File: src/rtl/sap_clk_pkg.sv
// Shared types and default auto-run divider constants for the SAP-1 clock controller.
// Default terminal counts assume a 50 MHz system clock.
package sap_clk_pkg;

  typedef enum logic [1:0] {
    MANUAL = 2'd0,
    AUTO   = 2'd1,
    HALTED = 2'd2
  } state_t;

  typedef logic [1:0] speed_t;

  localparam int unsigned DIV_WIDTH_DEF = 26;
  localparam int unsigned DIV0_DEF      = 49_999_999;  // 1 Hz
  localparam int unsigned DIV1_DEF      = 12_499_999;  // 4 Hz
  localparam int unsigned DIV2_DEF      = 2_499_999;   // 20 Hz
  localparam int unsigned DIV3_DEF      = 49_999;      // 1 kHz

endpackage

File: src/rtl/sap_clock_ctrl_if.sv
// Front-panel / datapath signals of the SAP-1 clock controller.
// The master side drives the button pulses, HLT and speed; the slave side is the controller.
interface sap_clock_ctrl_if;
  import sap_clk_pkg::*;

  logic   step_pb;
  logic   mode_pb;
  logic   hlt;
  speed_t speed;
  logic   cpu_en;
  logic   cpu_clk_led;
  logic   auto_led;
  logic   halt_led;

  modport master (
    output step_pb, mode_pb, hlt, speed,
    input  cpu_en, cpu_clk_led, auto_led, halt_led
  );

  modport slave (
    input  step_pb, mode_pb, hlt, speed,
    output cpu_en, cpu_clk_led, auto_led, halt_led
  );

endinterface

File: src/rtl/clk_divider.sv
// Auto-run tick generator: counts while enabled and ticks once the count reaches the terminal.
// A >= compare means lowering the terminal mid-count ticks on the next cycle instead of wrapping.
module clk_divider #(
  parameter int unsigned DIV_WIDTH = 26
) (
  input  logic                 clk,
  input  logic                 clr,
  input  logic                 en,
  input  logic                 sclr,
  input  logic [DIV_WIDTH-1:0] term,
  output logic                 tick
);

  logic [DIV_WIDTH-1:0] count;

  assign tick = en && !sclr && (count >= term);

  // NOTE: sequential state uses non-blocking assignments so every register
  // samples its inputs from the same clock edge.
  always_ff @(posedge clk or negedge clr) begin
    if (!clr) begin
      count <= '0;
    end else if (!en || sclr || tick) begin
      count <= '0;
    end else begin
      count <= count + DIV_WIDTH'(1);
    end
  end

endmodule

File: src/rtl/sap_clock_ctrl.sv
// SAP-1 clock controller: turns step presses or an auto-run divider into a one-cycle cpu_en,
// honours HLT until the next clr, and drives the clock/auto/halt status LEDs.
module sap_clock_ctrl
  import sap_clk_pkg::*;
#(
  parameter int unsigned DIV_WIDTH = DIV_WIDTH_DEF,
  parameter int unsigned DIV0      = DIV0_DEF,
  parameter int unsigned DIV1      = DIV1_DEF,
  parameter int unsigned DIV2      = DIV2_DEF,
  parameter int unsigned DIV3      = DIV3_DEF
) (
  input  logic            clk,
  input  logic            clr,
  sap_clock_ctrl_if.slave bus
);

  localparam longint unsigned DIV_LIMIT = 64'd1 << DIV_WIDTH;

  if (DIV0 >= DIV_LIMIT || DIV1 >= DIV_LIMIT || DIV2 >= DIV_LIMIT || DIV3 >= DIV_LIMIT)
  begin : g_div_range_check
    $error("sap_clock_ctrl: every DIVx terminal count must fit in DIV_WIDTH bits");
  end

  state_t               state;
  logic                 cpu_en_q;
  logic                 cpu_clk_led_q;
  logic                 auto_led_q;
  logic                 halt_led_q;
  logic [DIV_WIDTH-1:0] term;
  logic                 tick;
  logic                 manual_step;
  logic                 fire;

  // NOTE: every variable written in always_comb gets a default first so no
  // path leaves it unassigned and no latch is inferred.
  always_comb begin
    term = DIV_WIDTH'(DIV0);
    case (bus.speed)
      2'd1:    term = DIV_WIDTH'(DIV1);
      2'd2:    term = DIV_WIDTH'(DIV2);
      2'd3:    term = DIV_WIDTH'(DIV3);
      default: term = DIV_WIDTH'(DIV0);
    endcase
  end

  // hlt and mode_pb both clear the counter and swallow a coinciding tick.
  clk_divider #(
    .DIV_WIDTH (DIV_WIDTH)
  ) u_div (
    .clk  (clk),
    .clr  (clr),
    .en   (state == AUTO),
    .sclr (bus.hlt || bus.mode_pb),
    .term (term),
    .tick (tick)
  );

  assign manual_step = (state == MANUAL) && bus.step_pb && !bus.mode_pb && !bus.hlt;
  assign fire        = manual_step || tick;

  always_ff @(posedge clk or negedge clr) begin
    if (!clr) begin
      state         <= MANUAL;
      cpu_en_q      <= 1'b0;
      cpu_clk_led_q <= 1'b0;
      auto_led_q    <= 1'b0;
      halt_led_q    <= 1'b0;
    end else begin
      cpu_en_q      <= fire;
      cpu_clk_led_q <= cpu_clk_led_q ^ fire;
      case (state)
        MANUAL: begin
          if (bus.hlt) begin
            state      <= HALTED;
            halt_led_q <= 1'b1;
          end else if (bus.mode_pb) begin
            state      <= AUTO;
            auto_led_q <= 1'b1;
          end
        end
        AUTO: begin
          if (bus.hlt) begin
            state      <= HALTED;
            auto_led_q <= 1'b0;
            halt_led_q <= 1'b1;
          end else if (bus.mode_pb) begin
            state      <= MANUAL;
            auto_led_q <= 1'b0;
          end
        end
        HALTED: begin
          // Only clr leaves HALTED; the SAP-1 must be reset after HLT.
          state <= HALTED;
        end
        default: begin
          state      <= MANUAL;
          auto_led_q <= 1'b0;
          halt_led_q <= 1'b0;
        end
      endcase
    end
  end

  assign bus.cpu_en      = cpu_en_q;
  assign bus.cpu_clk_led = cpu_clk_led_q;
  assign bus.auto_led    = auto_led_q;
  assign bus.halt_led    = halt_led_q;

endmodule

File: src/flat_wrapper.sv
// flat-port wrapper written by rule: the top's interface ports become plain ports
module sap_clock_ctrl_flat import sap_clk_pkg::*;
#(
  parameter int unsigned DIV_WIDTH = DIV_WIDTH_DEF,
  parameter int unsigned DIV0      = DIV0_DEF,
  parameter int unsigned DIV1      = DIV1_DEF,
  parameter int unsigned DIV2      = DIV2_DEF,
  parameter int unsigned DIV3      = DIV3_DEF
)
  (clk, clr, bus_step_pb, bus_mode_pb, bus_hlt, bus_speed, bus_cpu_en, bus_cpu_clk_led, bus_auto_led, bus_halt_led);
  sap_clock_ctrl_if bus_i ();
  input  logic clk;
  input  logic clr;
  input wire logic [$bits(bus_i.step_pb)-1:0] bus_step_pb;
  input wire logic [$bits(bus_i.mode_pb)-1:0] bus_mode_pb;
  input wire logic [$bits(bus_i.hlt)-1:0] bus_hlt;
  input wire logic [$bits(bus_i.speed)-1:0] bus_speed;
  output wire logic [$bits(bus_i.cpu_en)-1:0] bus_cpu_en;
  output wire logic [$bits(bus_i.cpu_clk_led)-1:0] bus_cpu_clk_led;
  output wire logic [$bits(bus_i.auto_led)-1:0] bus_auto_led;
  output wire logic [$bits(bus_i.halt_led)-1:0] bus_halt_led;
  assign bus_i.step_pb = bus_step_pb;
  assign bus_i.mode_pb = bus_mode_pb;
  assign bus_i.hlt = bus_hlt;
  assign bus_i.speed = bus_speed;
  assign bus_cpu_en = bus_i.cpu_en;
  assign bus_cpu_clk_led = bus_i.cpu_clk_led;
  assign bus_auto_led = bus_i.auto_led;
  assign bus_halt_led = bus_i.halt_led;
  sap_clock_ctrl #(.DIV_WIDTH(DIV_WIDTH), .DIV0(DIV0), .DIV1(DIV1), .DIV2(DIV2), .DIV3(DIV3)) u_core (.clk(clk), .clr(clr), .bus(bus_i));
endmodule
File: config.mk
export PLATFORM = sky130hd
export DESIGN_NAME = sap_clock_ctrl_flat
export DESIGN_NICKNAME = d
export VERILOG_FILES = /design/src/rtl/sap_clk_pkg.sv /design/src/rtl/sap_clock_ctrl_if.sv /design/src/rtl/clk_divider.sv /design/src/rtl/sap_clock_ctrl.sv /design/src/flat_wrapper.sv
export SDC_FILE = /design/constraint.sdc
export NUM_CORES = 1
export LEC_CHECK = 0
export BUFFER_PORTS_ARGS = -buffer_cell sky130_fd_sc_hd__buf_2
export CAP_MARGIN = 5
export CORE_MARGIN = 5
export CORE_UTILIZATION = 35
export CTS_CLUSTER_DIAMETER = 100
export DETAILED_ROUTE_END_ITERATION = 10
export PLACE_DENSITY = 0.53
export SLEW_MARGIN = 20
export SYNTH_ARGS = -nofsm -noshare
export SYNTH_HDL_FRONTEND = slang
export SYNTH_HIERARCHICAL = 1
export SYNTH_SLANG_ARGS = --single-unit
export TNS_END_PERCENT = 30
File: constraint.sdc
create_clock -name clk -period 1.9 [get_ports clk]
set_input_delay 0.285 -clock clk [delete_from_list [all_inputs] [get_ports clk]]
set_output_delay 0.285 -clock clk [all_outputs]
set_load 0.005 [all_outputs]
* Word-level counts from Yosys, hierarchy flattened *
Index checks and enable logic that the tools add are counted.

storage, ports and cells
  input port bits = 7
  output and inout port bits = 4
  register bits = 32

cells by class
  $add $sub $neg = 1
  bitwise gates (word level) = 2
  reduce and logical (&&, ||, !) cells = 18
  equal/unequal tests = 10
  $lt $le $gt $ge = 1
  muxes and demuxes = 14

operator list
  cell                                                                     number
  26-bit one-hot mux with 3 select lines                                   1
  26-bit by 1-bit adder with 26-bit output, second input constant          1
  26-bit >= comparator                                                     1
  26-bit 2-to-1 mux                                                        1
  2-bit 2-to-1 mux                                                         4
  2-bit equality test, second input constant                               3
  3-bit inequality test, second input constant                             2
  2-bit one-hot mux with 3 select lines                                    1
  1-bit logical AND                                                        5
  1-bit 2-to-1 mux                                                         5
  2-bit by 1-bit equality test with 1-bit output, second input constant    2
  1-bit zero test                                                          4
  1-bit logical OR                                                         4
  2-bit inequality test, second input constant                             2
  2-bit AND reduction                                                      2
  4-bit AND reduction                                                      1
  1-bit one-hot mux with 3 select lines                                    1
  2-bit zero test                                                          1
  2-bit by 1-bit inequality test with 1-bit output, second input constant  1
  1-bit one-hot mux with 2 select lines                                    1
  2-bit OR reduction                                                       1
  1-bit inverter                                                           1
  1-bit bitwise XOR                                                        1

* Depth between registers and ports, before layout *
  depth after elaboration = 6
  depth in mapped cells = 13

* Modules after synthesis *
The synthesis kept the hierarchy.

by module, submodules not included
  module          times used  area each (um2)  cells each
  clk_divider     1           2,105.8          223
  sap_clock_ctrl  1           360.3            37

* Worst setup path after synthesis *
Ideal clock, no wire load.

  kind = input to register
  start point = input bus_speed[0]
  end point = register u_core.cpu_clk_led_q, in the netlist u_core/bus.cpu_clk_led
  data required time = 1.821 ns
  arrival time = 2.383 ns
  slack = -0.563 ns
  buffers on the path = 0
  setup time = 0.079 ns
  cell stages on the path = 12
  cell sequence = inv_1 > ha_1 > or2_2 > inv_1 > ha_1 > nand4_2 > nor4_4 > nand3_2 > o211ai_4 > nor2b_1 > a31o_1 > xor2_1

on the way
  longest elaborated chain between the ends = 6

ends and longest elaborated chain
  element                                                                                       RTL line              text
  from (decl)                                                                                   flat_wrapper.sv:17    input wire logic [$bits(bus_i.speed)-1:0] bus_speed;
  2-bit equality test / 2-bit by 1-bit equality test with 1-bit output (equally long branches)  sap_clock_ctrl.sv:38  case (bus.speed)
  26-bit one-hot mux with 3 select lines (*)                                                    sap_clock_ctrl.sv:38
  net u_core.term[22]                                                                           sap_clock_ctrl.sv:29  logic [DIV_WIDTH-1:0] term;
  26-bit >= comparator (*)                                                                      clk_divider.sv:16     assign tick = en && !sclr && (count >= term);
  1-bit logical AND (*)                                                                         clk_divider.sv:16
  net u_core.tick                                                                               sap_clock_ctrl.sv:30  logic tick;
  1-bit logical OR (*)                                                                          sap_clock_ctrl.sv:59  assign fire = manual_step || tick;
  net u_core.fire                                                                               sap_clock_ctrl.sv:32  logic fire;
  1-bit bitwise XOR (*)                                                                         sap_clock_ctrl.sv:70  cpu_clk_led_q <= cpu_clk_led_q ^ fire;
  to (signal assigned)                                                                          sap_clock_ctrl.sv:70
  to (decl)                                                                                     sap_clock_ctrl.sv:26  logic cpu_clk_led_q;

The timed path passes the listed nets; every way through them passes the cells marked *.
A chain may end at the register's enable or synchronous reset.

* Final worst setup path *
Ends and elaborated chain as after synthesis.

==> run summary <==
outcome = complete, but fails checks
failing checks = negative setup slack
Initial Util = 36.1%
root buffer cell = clkbuf_8
post-synth top area share = 32.5%
Global Route Usage Sum = 13.6%
Final nets = 358
initial DRC count = 69
Final Slew Violations = 0
PwrDens = 493 nW/µm²
Setup crit start kind = input port
total length of routed wires = 5.31 mm
Final Hold Viols = 0
Die Area = 8820 µm²
total power = 1650 µW
WS Path Type = in2reg
total leakage power = 0.00152 µW
Seq cells post-synth = 32
Clock transition at path regs = 0.07 ns
GP Congestion = 0.773
Post-CTS Hold Buffers = 0
Syn Inst Count = 260
Clock Latency Late Sink = 0.29 ns
Sink Count = 32
Reg power frac = 43.2%
Ant. Diodes = 0
Warnings, synthesis = 6
I/O Buffers = 10
Worst slew margin = 50.3%
Final Cycle Share = 114%
Tmin final = 2.17 ns
drt drc = 0
CP endpoint kind = flop
fillcell total = 666
final setup fails = 28
VDD IR-drop max = 0.293 mV
die width = 93.9 µm
num ports = 11
Die Y = 93.9 µm
RSZ-0062 raised after global routing = yes
htree depth = 2
sequential element share of the synthesized area = 32.5%
cts bufs inserted = 5
maximum clock path buffer count = 2
Logic pwr share = 12.9%
detailed placement HPWL = 3.93 mm
first-pass GRT wire length = 9.36 mm
highest-count cells in the layout ignoring fill and taps = buf_4, dfrtp_1, inv_1
DP Cell Count = 402
clock share of power = 43.9%
Final Non-Filler Cells = 415
required time worst endpoint = 2.11 ns
via count = 1957
Switching Share = 23.6%
Crit Path Max Fanout = 4
number of global-route vias before repair = 2007
Syn Area/Cell = 9.49 µm²
Cell Int Power = 1260 µW
commonest non-fill, non-tap cell in the layout = buf_4
cell area after synthesis = 2470 µm²
vias per cell = 4.72
DR WL/cell = 12.8 µm
Arr. time, crit path = 2.38 ns
initial antenna violation count = 0
CP cell instances = buf_12 > inv_8 > buf_4 > ha_1 > inv_1 > inv_1 > ha_1 > nand2_1 > nor4_4 > buf_4 > a22oi_2 > o211ai_4 > nor2b_4 > a31o_1 > xor2_1
Max Clock Freq = 0.462 GHz
CP top delay family = simple AND/OR/NAND/NOR gates
Multi-input gate area = 1700 µm²
delay of the slowest cell on the worst path = 0.32 ns
Reg area = 801 µm²
distinct cell type count after synthesis = 37
largest net degree at the start of global routing = 33
Switch Pwr = 390 µW
leading area contributor after synthesis = dfrtp_1
Clock Skews = 0.00852 ns
top cells by area, synth = dfrtp_1, ha_1, nor3_2
row count = 30
crit path max-delay cell type = nor4_4
DRT Pass-1 Iters = 4
worst slew pin tran = 0.745 ns
core footprint = 6830 µm²
synth-to-layout area growth = 35.8%
layout cells sized above 1 = 37.6%
sum of buffers and inverters on the critical path = 6
Hold/Removal Path Class = in2async
CTS tree = built
antenna viol nets, final = 0
Max-Cap Viols = 0
Worst Slack Setup Final = -0.265 ns
GRT overflow = 0
==> per-layer routing <==
layer  track usage (%)  wire [µm]  vias up
met5                 0          0        -
met4              4.69         93        0
met3              2.96        145        8
met2              22.4       2590       24
met1              17.6       2490      924
li1                  -          -     1001
==> stage by stage <==
stage               hold slack, ns  setup slack [ns]  area (µm²)  setup TNS, ns  util [%]
global placement             0.397            -0.651        3010         -14.43      44.0
finish                      0.0532            -0.265        3350          -5.19      49.0
detailed placement           0.402            -0.653        3010         -14.83      44.0
CTS                         0.0801            -0.285        3250          -5.61      47.6
floorplan                  -0.0106            -0.316        2580          -4.60         -
global route                 0.126            -0.401        3350          -8.01      49.0
==> synthesized netlist by cell type, drive strengths merged <==
cell type and n:
inv 37, ha 33, dfrtp 32, nor3 30, xor2 16, nand2 14
a21oi 13, nand4 12, nor2 12, xnor2 10, nand3 8, and4 5
o21ai 5, buf 4, a21o 3, and3 3, clkbuf 3, nor4 3
o211ai 3, conb 2, nand2b 2, nor2b 2, or2 2, a221oi 1
a22oi 1, a31o 1, and2 1, nand3b 1, o22ai 1
==> layout make-up <==
class,count,area share (%)
Multi-Input combinational cell,188,50.9
Clock buffer,7,2.88
Clock inverter,1,0.897
Timing Repair Buffer,54,13.0
Sequential cell,32,23.9
Inverter,37,4.82
Tap cell,96,3.59
==> repair_timing <==
item | CTS | global route
gates resized for setup | 18 | 17
setup endpoints to repair | 28 | 28
setup buffers | 4 | 0
pin swaps | 10 | 9
cloned | 1 | 0
==> power by group through the flow <==
stage                     Clock [µW]  Sequential [µW]  Combinational, µW
final                            726              713                213
after global routing             781              716                247
after CTS                        759              712                202
after detailed placement           0              725                185
after global placement             0              726                183
after floorplan                    0              727                104
==> path summary, 6_finish.rpt <==
kind | start | end | slack, ns | cells past startpoint
worst max-delay path | bus_speed[0] | u_core/bus.cpu_clk_led | -0.27 | 15
worst min-delay path | clr | u_core/state[1] | 0.05 | 1
worst max register to register | u_core/u_div/count[0] | u_core/bus.cpu_clk_led | -0.18 | 10
worst min register to register | u_core/bus.cpu_clk_led | u_core/bus.cpu_clk_led | 0.48 | 1
max in group asynchronous | clr | u_core/u_div/count[11] | 1.35 | 1
min in group clk | bus_hlt | u_core/state[0] | 0.23 | 2
==> kinds of logic after synthesis <==
logic type / synth area share, %
fa+ha+maj: 16.7
xor+xnor: 9.23
simple gates: 26.0
flops: 32.5
other cells: 0.305
buf+inv: 7.66
compound gates: 7.56
==> flip-flops by register name (all words and copies together), names as in the netlist <==
| signal | count |
|---|---|
| u_core/u_div/count | 26 |
| u_core/state | 2 |
| u_core/bus.auto_led | 1 |
| u_core/bus.cpu_clk_led | 1 |
| u_core/bus.cpu_en | 1 |
| u_core/bus.halt_led | 1 |
Note: power is estimated with default switching activity, not from simulation.
